## config.mk

```make
export PLATFORM = sky130hd
export DESIGN_NAME = spi_frame_writer
export DESIGN_NICKNAME = d
export VERILOG_FILES = /design/src/rtl/spi_frame_writer.sv
export SDC_FILE = /design/constraint.sdc
export NUM_CORES = 1
export LEC_CHECK = 0
export BUFFER_PORTS_ARGS = -buffer_cell sky130_fd_sc_hd__buf_2
export CORE_MARGIN = 5
export CORE_UTILIZATION = 52
export DETAILED_ROUTE_END_ITERATION = 6
export PLACE_DENSITY_LB_ADDON = 0.15
export RECOVER_POWER = 100
export SYNTH_ARGS = -nofsm -noshare
export SYNTH_HDL_FRONTEND = slang
export SYNTH_SLANG_ARGS = --single-unit
```

## constraint.sdc

```tcl
create_clock -name CLK -period 1.8 [get_ports CLK]
set_input_delay 0.09 -clock CLK [delete_from_list [all_inputs] [get_ports CLK]]
set_output_delay 0.09 -clock CLK [all_outputs]
set_load 0.02 [all_outputs]
```

## src/rtl/spi_frame_writer.sv

```systemverilog
// Purpose: SPI-slave (mode 0, MSB first) pixel loader driving the frame-buffer RAM write port.
// Latency: WR_EN is registered 4 CLK cycles after the SCK pin edge that completes a 16-bit word.
// Backpressure: none; the RAM always accepts, and strobes are at least 128 CLK cycles apart.
//
// Ports: CLK/RST_N system clock and async active-low reset; SCK/SSEL/MOSI asynchronous SPI
// inputs; MISO status output ({8'hA5, FRAME_CNT}); WR_EN/WR_ADDR/WR_DATA one-cycle RAM write;
// FRAME_DONE pulses with the write of the last pixel; FRAME_CNT counts completed frames.
module spi_frame_writer #(
    parameter int          PIXELS    = 14400,
    parameter int          AW        = 15,
    parameter logic [15:0] SYNC_WORD = 16'hF000
) (
    input  logic          CLK,
    input  logic          RST_N,
    input  logic          SCK,
    input  logic          SSEL,
    input  logic          MOSI,
    output logic          MISO,
    output logic          WR_EN,
    output logic [AW-1:0] WR_ADDR,
    output logic [11:0]   WR_DATA,
    output logic          FRAME_DONE,
    output logic [7:0]    FRAME_CNT
);

    localparam logic [AW-1:0] LAST_ADDR = AW'(PIXELS - 1);

    // Synchronisers; stage 0 is the metastability catcher, edges use stages [2:1].
    logic [2:0] sck_s;
    logic [2:0] ssel_s;
    logic [1:0] mosi_s;

    logic        sck_rise;
    logic        sck_fall;
    logic        ssel_fall;
    logic        active;

    assign sck_rise  =  sck_s[1] & ~sck_s[2];
    assign sck_fall  = ~sck_s[1] &  sck_s[2];
    assign ssel_fall = ~ssel_s[1] & ssel_s[2];
    assign active    = ~ssel_s[1];

    // Receive side
    logic [3:0]    bit_cnt;
    logic [15:0]   shreg;
    logic          word_vld;   // shreg holds a complete word this cycle
    logic [AW-1:0] pix_addr;

    // Transmit side
    logic [3:0]    fall_cnt;
    logic [15:0]   status;

    logic          is_sync;
    logic          is_reserved;

    assign is_sync     = (shreg == SYNC_WORD);
    assign is_reserved = (shreg[15:12] == 4'hF);

    always_ff @(posedge CLK or negedge RST_N) begin
        if (!RST_N) begin
            sck_s      <= 3'b000;
            ssel_s     <= 3'b111;   // idle = deselected, so reset release is not an SSEL fall
            mosi_s     <= 2'b00;
            bit_cnt    <= 4'd0;
            shreg      <= 16'd0;
            word_vld   <= 1'b0;
            pix_addr   <= '0;
            WR_EN      <= 1'b0;
            WR_ADDR    <= '0;
            WR_DATA    <= 12'd0;
            FRAME_DONE <= 1'b0;
            FRAME_CNT  <= 8'd0;
            fall_cnt   <= 4'd0;
            status     <= 16'd0;
        end else begin
            sck_s  <= {sck_s[1:0], SCK};
            ssel_s <= {ssel_s[1:0], SSEL};
            mosi_s <= {mosi_s[0], MOSI};

            // Deserialiser: a deselect discards any partial word.
            word_vld <= 1'b0;
            if (!active) begin
                bit_cnt <= 4'd0;
            end else if (sck_rise) begin
                shreg   <= {shreg[14:0], mosi_s[1]};
                bit_cnt <= bit_cnt + 4'd1;
                if (bit_cnt == 4'd15) begin
                    word_vld <= 1'b1;
                end
            end

            // Word classification and RAM write. shreg is stable for a whole
            // SCK phase after completion, so it is read directly here.
            WR_EN      <= 1'b0;
            FRAME_DONE <= 1'b0;
            if (FRAME_DONE) begin
                FRAME_CNT <= FRAME_CNT + 8'd1;
            end
            if (word_vld) begin
                if (is_sync) begin
                    pix_addr <= '0;
                end else if (!is_reserved) begin
                    WR_EN   <= 1'b1;
                    WR_ADDR <= pix_addr;
                    WR_DATA <= shreg[11:0];
                    if (pix_addr == LAST_ADDR) begin
                        pix_addr   <= '0;
                        FRAME_DONE <= 1'b1;
                    end else begin
                        pix_addr <= pix_addr + AW'(1);
                    end
                end
            end

            // Status shifter: reload at select and at each word boundary so the
            // Pi sees a fresh {A5, count} at the start of every 16-bit word.
            if (ssel_fall) begin
                status   <= {8'hA5, FRAME_CNT};
                fall_cnt <= 4'd0;
            end else if (!active) begin
                fall_cnt <= 4'd0;
            end else if (sck_fall) begin
                fall_cnt <= fall_cnt + 4'd1;
                if (fall_cnt == 4'd15) begin
                    status <= {8'hA5, FRAME_CNT};
                end else begin
                    status <= {status[14:0], 1'b0};
                end
            end
        end
    end

    assign MISO = status[15];

endmodule

```

# [Yosys cells after proc, flatten, opt, wreduce, memory -nomap -nowiden]
# Index checks and enable logic that the tools add are counted.
[word_totals] ff_bits=101 in_bits=5 elab_cells=62 output_inout_bits=38
[classes] bitwise_logic=8 add_sub_neg=4 n_eq_ne=7 reduce_logical=7 mux=22
[ops] cell="$mux W16" n=4
[ops] cell="$mux W15" n=3
[ops] cell="$mux W4" n=5
[ops] cell="$eq A16 B16 Y1 const B" n=1
[ops] cell="$add A15 B1 Y15 const B" n=1
[ops] cell="$eq A15 B14 Y1 const B" n=1
[ops] cell="$eq A4 B4 Y1 const B" n=3
[ops] cell="$mux W1" n=10
[ops] cell="$add A4 B1 Y4 const B" n=2
[ops] cell="$add A8 B1 Y8 const B" n=1
[ops] cell="$reduce_and A2 Y1" n=3
[ops] cell="$not A1 Y1" n=5
[ops] cell="$reduce_bool A2 Y1" n=2
[ops] cell="$and A1 B1 Y1" n=3
[ops] cell="$reduce_and A3 Y1" n=1
[ops] cell="$reduce_bool A3 Y1" n=1
[ops] cell="$ne A2 B1 Y1 const B" n=1
[ops] cell="$ne A2 B2 Y1 const B" n=1

# [Logic depth before layout (Yosys ltp)]
[logic_depth] word_depth=5 depth_mapped=7 depth_no_buf=5

# [Least setup slack after synthesis]
# OpenSTA, ideal clock, no wires.
[synth_path] path_type="register to register" from="reg pix_addr[9]" to="reg pix_addr[10]" t_arrival_ns=1.900 path_buffers=0 required_ns=1.674 setup_ns=0.126 synth_period_minus_slack_ns=2.026 stages_incl_launch_ff=5 path_slack_ns=-0.226 cell_sequence="dfrtp_1 or4_1 or4_4 and2_4 a221o_1"
[synth_via] elab_chain_cells=4 elab_cells_between_ends=5 classes_between="add/sub: 1; eq/ne: 1; mux: 3"
[synth_rtl] item="start, declared" line="47" source="logic [AW-1:0] pix_addr;"
[synth_rtl] item="start signal, assigned" line="110" source="pix_addr <= pix_addr + AW'(1);"
[synth_rtl] item="$add A15 B1 Y15 / $eq A15 B14 Y1 (equally long branches)" line="110, 106"
[synth_rtl] item="$mux W15 *" line="106" source="if (pix_addr == LAST_ADDR) begin"
[synth_rtl] item="$mux W15 *" line="102" source="end else if (!is_reserved) begin"
[synth_rtl] item="$mux W15 *" line="100" source="if (is_sync) begin"
# Every way passes the cells marked *; elsewhere a longest branch is shown, timed or not. The select of a mux whose other input is x is not followed.
# A chain may end at the register's enable or synchronous reset.

# [Final worst setup path]
# Same ends and word-level chain as after synthesis.

==> flow_summary.json <==
{
  "status": "finished, violations left",
  "violations": "setup timing",
  "synth_edf_count": 0,
  "pin_count": 43,
  "syn-cell-area_um2": 4217,
  "wl_per_cell_um": 14.33,
  "setup_violations": 14,
  "finalWirelength_um": 8155,
  "n_fill_cell": 674,
  "synth_cell_types": 43,
  "async_flop_share_pct": 100.0,
  "area_delta_synth_final_pct": 16.80,
  "antenna_found_initial": 0,
  "die_w_um": 100.1,
  "end_kind": "flop",
  "start_util_pct": 54.01,
  "die_y_um": 100.1,
  "path_clk_slew_ps": 90,
  "cts.sinks": 101,
  "port_buffers": 42,
  "period_share_pct": 112.8,
  "grt_pass1_wl_um": 14260,
  "gp_congestion": 0.7992,
  "grt_overflow_total": 0,
  "cts_tree": "yes",
  "grt_max_degree": 41,
  "rsz0062_at_grt": "true",
  "fp.dieArea_um2": 10010,
  "skew_ps": 8.060,
  "worstPathMaxFanout": 3,
  "antenna_cells": 0,
  "arrival_ps": 2280,
  "htree_levels": 3,
  "grt_usage_pct": 17.74,
  "ctsLongestPathBuffers": 2,
  "synth_ff_type": "dfrtp_1",
  "num_vias": 3026,
  "drcViolationCount": 0,
  "row_count": 32,
  "layout_commonest_cell": "nand2_1",
  "synth_nets": 396,
  "most-common-layout-cells": "102 x nand2_1, 98 x dfrtp_1, 42 x clkbuf_1, 26 x buf_4, 18 x mux2_2",
  "fin_crit_ps": 2030,
  "fin_setup_tns_ps": -2421,
  "clkLatencyLatePin_ps": 360,
  "ys_ff_latch": 101,
  "seqCellArea_um2": 2531,
  "relSlewSlack_pct": 57.92,
  "synthCells": 387,
  "pre_cts_ws_ps": -251.7,
  "worst_pin_slew_ps": 631.2,
  "dp_hpwl_um": 5751,
  "ir_worst_vdd_mv": 0.4388,
  "coreArea_um2": 7807,
  "max_freq_mhz": 492.5,
  "ys_seq_area_share_pct": 60.03,
  "grt_pass1_vias": 3041,
  "start_kind": "flop",
  "maxCapViolations": 0,
  "drive_above_1_share_pct": 16.70,
  "dr.pass1.iters": 4,
  "multi_input_area_um2": 1592,
  "p_leak_nw": 2.389,
  "powerDensity_nw_per_um2": 857.1,
  "numCtsBuffers": 9,
  "syn_avg_cell_area_um2": 10.90,
  "drt_first_iter_violations": 132,
  "fin_nets": 471,
  "via_per_inst": 5.318,
  "finalHoldViolCount": 0,
  "drv_slew": 0,
  "setup_ws_ps": -230.3,
  "hp-class": "in -> async",
  "synth_warnings": 0,
  "hold_ws_ps": 272.8,
  "ant_nets": 0,
  "required_ps": 2050,
  "critical_path_class": "reg -> reg",
  "clock-root-buffer": "clkbuf_8"
}
==> flip-flops by register name (all words and copies together), names as in the netlist, 2 cells and up <==
register,count
shreg,16
status,16
WR_ADDR,15
pix_addr,15
WR_DATA,12
FRAME_CNT,8
bit_cnt,4
fall_cnt,4
sck_s,3
ssel_s,3
mosi_s,2
==> worst max-delay path, stage by stage (launching register included) <==
cell     delay (ps)
dfrtp_1         390
or4_4           530
or4_4           550
and2_4          170
a221o_1         280
==> power breakdown <==
group	switching [mW]	total [mW]	leakage [nW]	internal [mW]
sequential	0.0944	2.48	1.36	2.38
combinational	0.133	0.290	0.930	0.157
clock	0.738	1.45	0.102	0.715
total	0.966	4.22	2.39	3.26
==> metal layers <==
layer	share of wire (%)	global-route usage (%)	vias up
li1	-	-	1489
met1	47	23.74	1472
met3	4.2	2.988	14
met2	46	28.94	51
met4	1.9	7.150	0
met5	0	0	-
==> kinds of logic after synthesis <==
| group | Yosys count | synth area share (%) |
|---|---|---|
| AO/OA/AOI/OAI | 41 | 6.617 |
| XOR/XNOR | 13 | 2.700 |
| adder cells (fa/ha/maj) | 4 | 1.187 |
| buffers and inverters | 21 | 2.463 |
| flip-flops | 101 | 60.03 |
| multiplexers | 30 | 7.656 |
| AND/OR/NAND/NOR | 177 | 19.35 |
==> cell type report <==
type,count,area share (%)
clock buffer,12,3.150
tap,102,2.591
timing repair buffer,81,9.273
sequential,101,51.40
inverter,4,0.3049
multi-input combinational,265,32.32
clock inverter,4,0.9654
==> through the flow <==
step                power, mW  cells  utilization [%]  area [µm²]
floorplan               2.655    387                -        4223
global placement        2.811    549            60.83        4750
detailed placement      2.823    549            60.83        4750
CTS                     4.274    569            63.99        4996
global route            4.398    569            63.08        4925
finish                  4.221    569            63.08        4925
==> synth_stat cells, types with 6 or more instances <==
cell / instances / area share, %
o21ai_0: 10 / 1.2
nand3_1: 10 / 1.2
mux2i_1: 12 / 2.8
dfrtp_1: 98 / 58
nand2_1: 102 / 9.1
mux2_2: 18 / 4.8
a31oi_1: 14 / 2.1
nand4_1: 12 / 1.8
xnor2_1: 6 / 1.2
nor3_1: 7 / 0.83
and3_1: 7 / 1.0
xor2_1: 7 / 1.5
clkbuf_1: 11 / 0.98
nor2_1: 16 / 1.4
==> worst paths after layout <==
check / start / to / slack, ps / depth (start not counted)
max reg2reg: pix_addr[9] / pix_addr[10] / -230 / 4
min in group CLK: mosi_s[0] / mosi_s[1] / 360 / 0
max: pix_addr[9] / pix_addr[10] / -230 / 4
max in group asynchronous: RST_N / shreg[13] / 480 / 3
min reg2reg: mosi_s[0] / mosi_s[1] / 360 / 0
min: RST_N / FRAME_CNT[4] / 270 / 2
==> what timing repair did <==
item                                    4_1_cts  5_1_grt
resized for setup                             1        3
endpoints found under the setup margin       15       15
hold endpoints to repair                     66        0
pin swaps                                     3        0
setup buffers                                 0        0
hold buffers                                  4        0
cloned                                        0        0
Note: power is estimated with default switching activity, not from simulation.
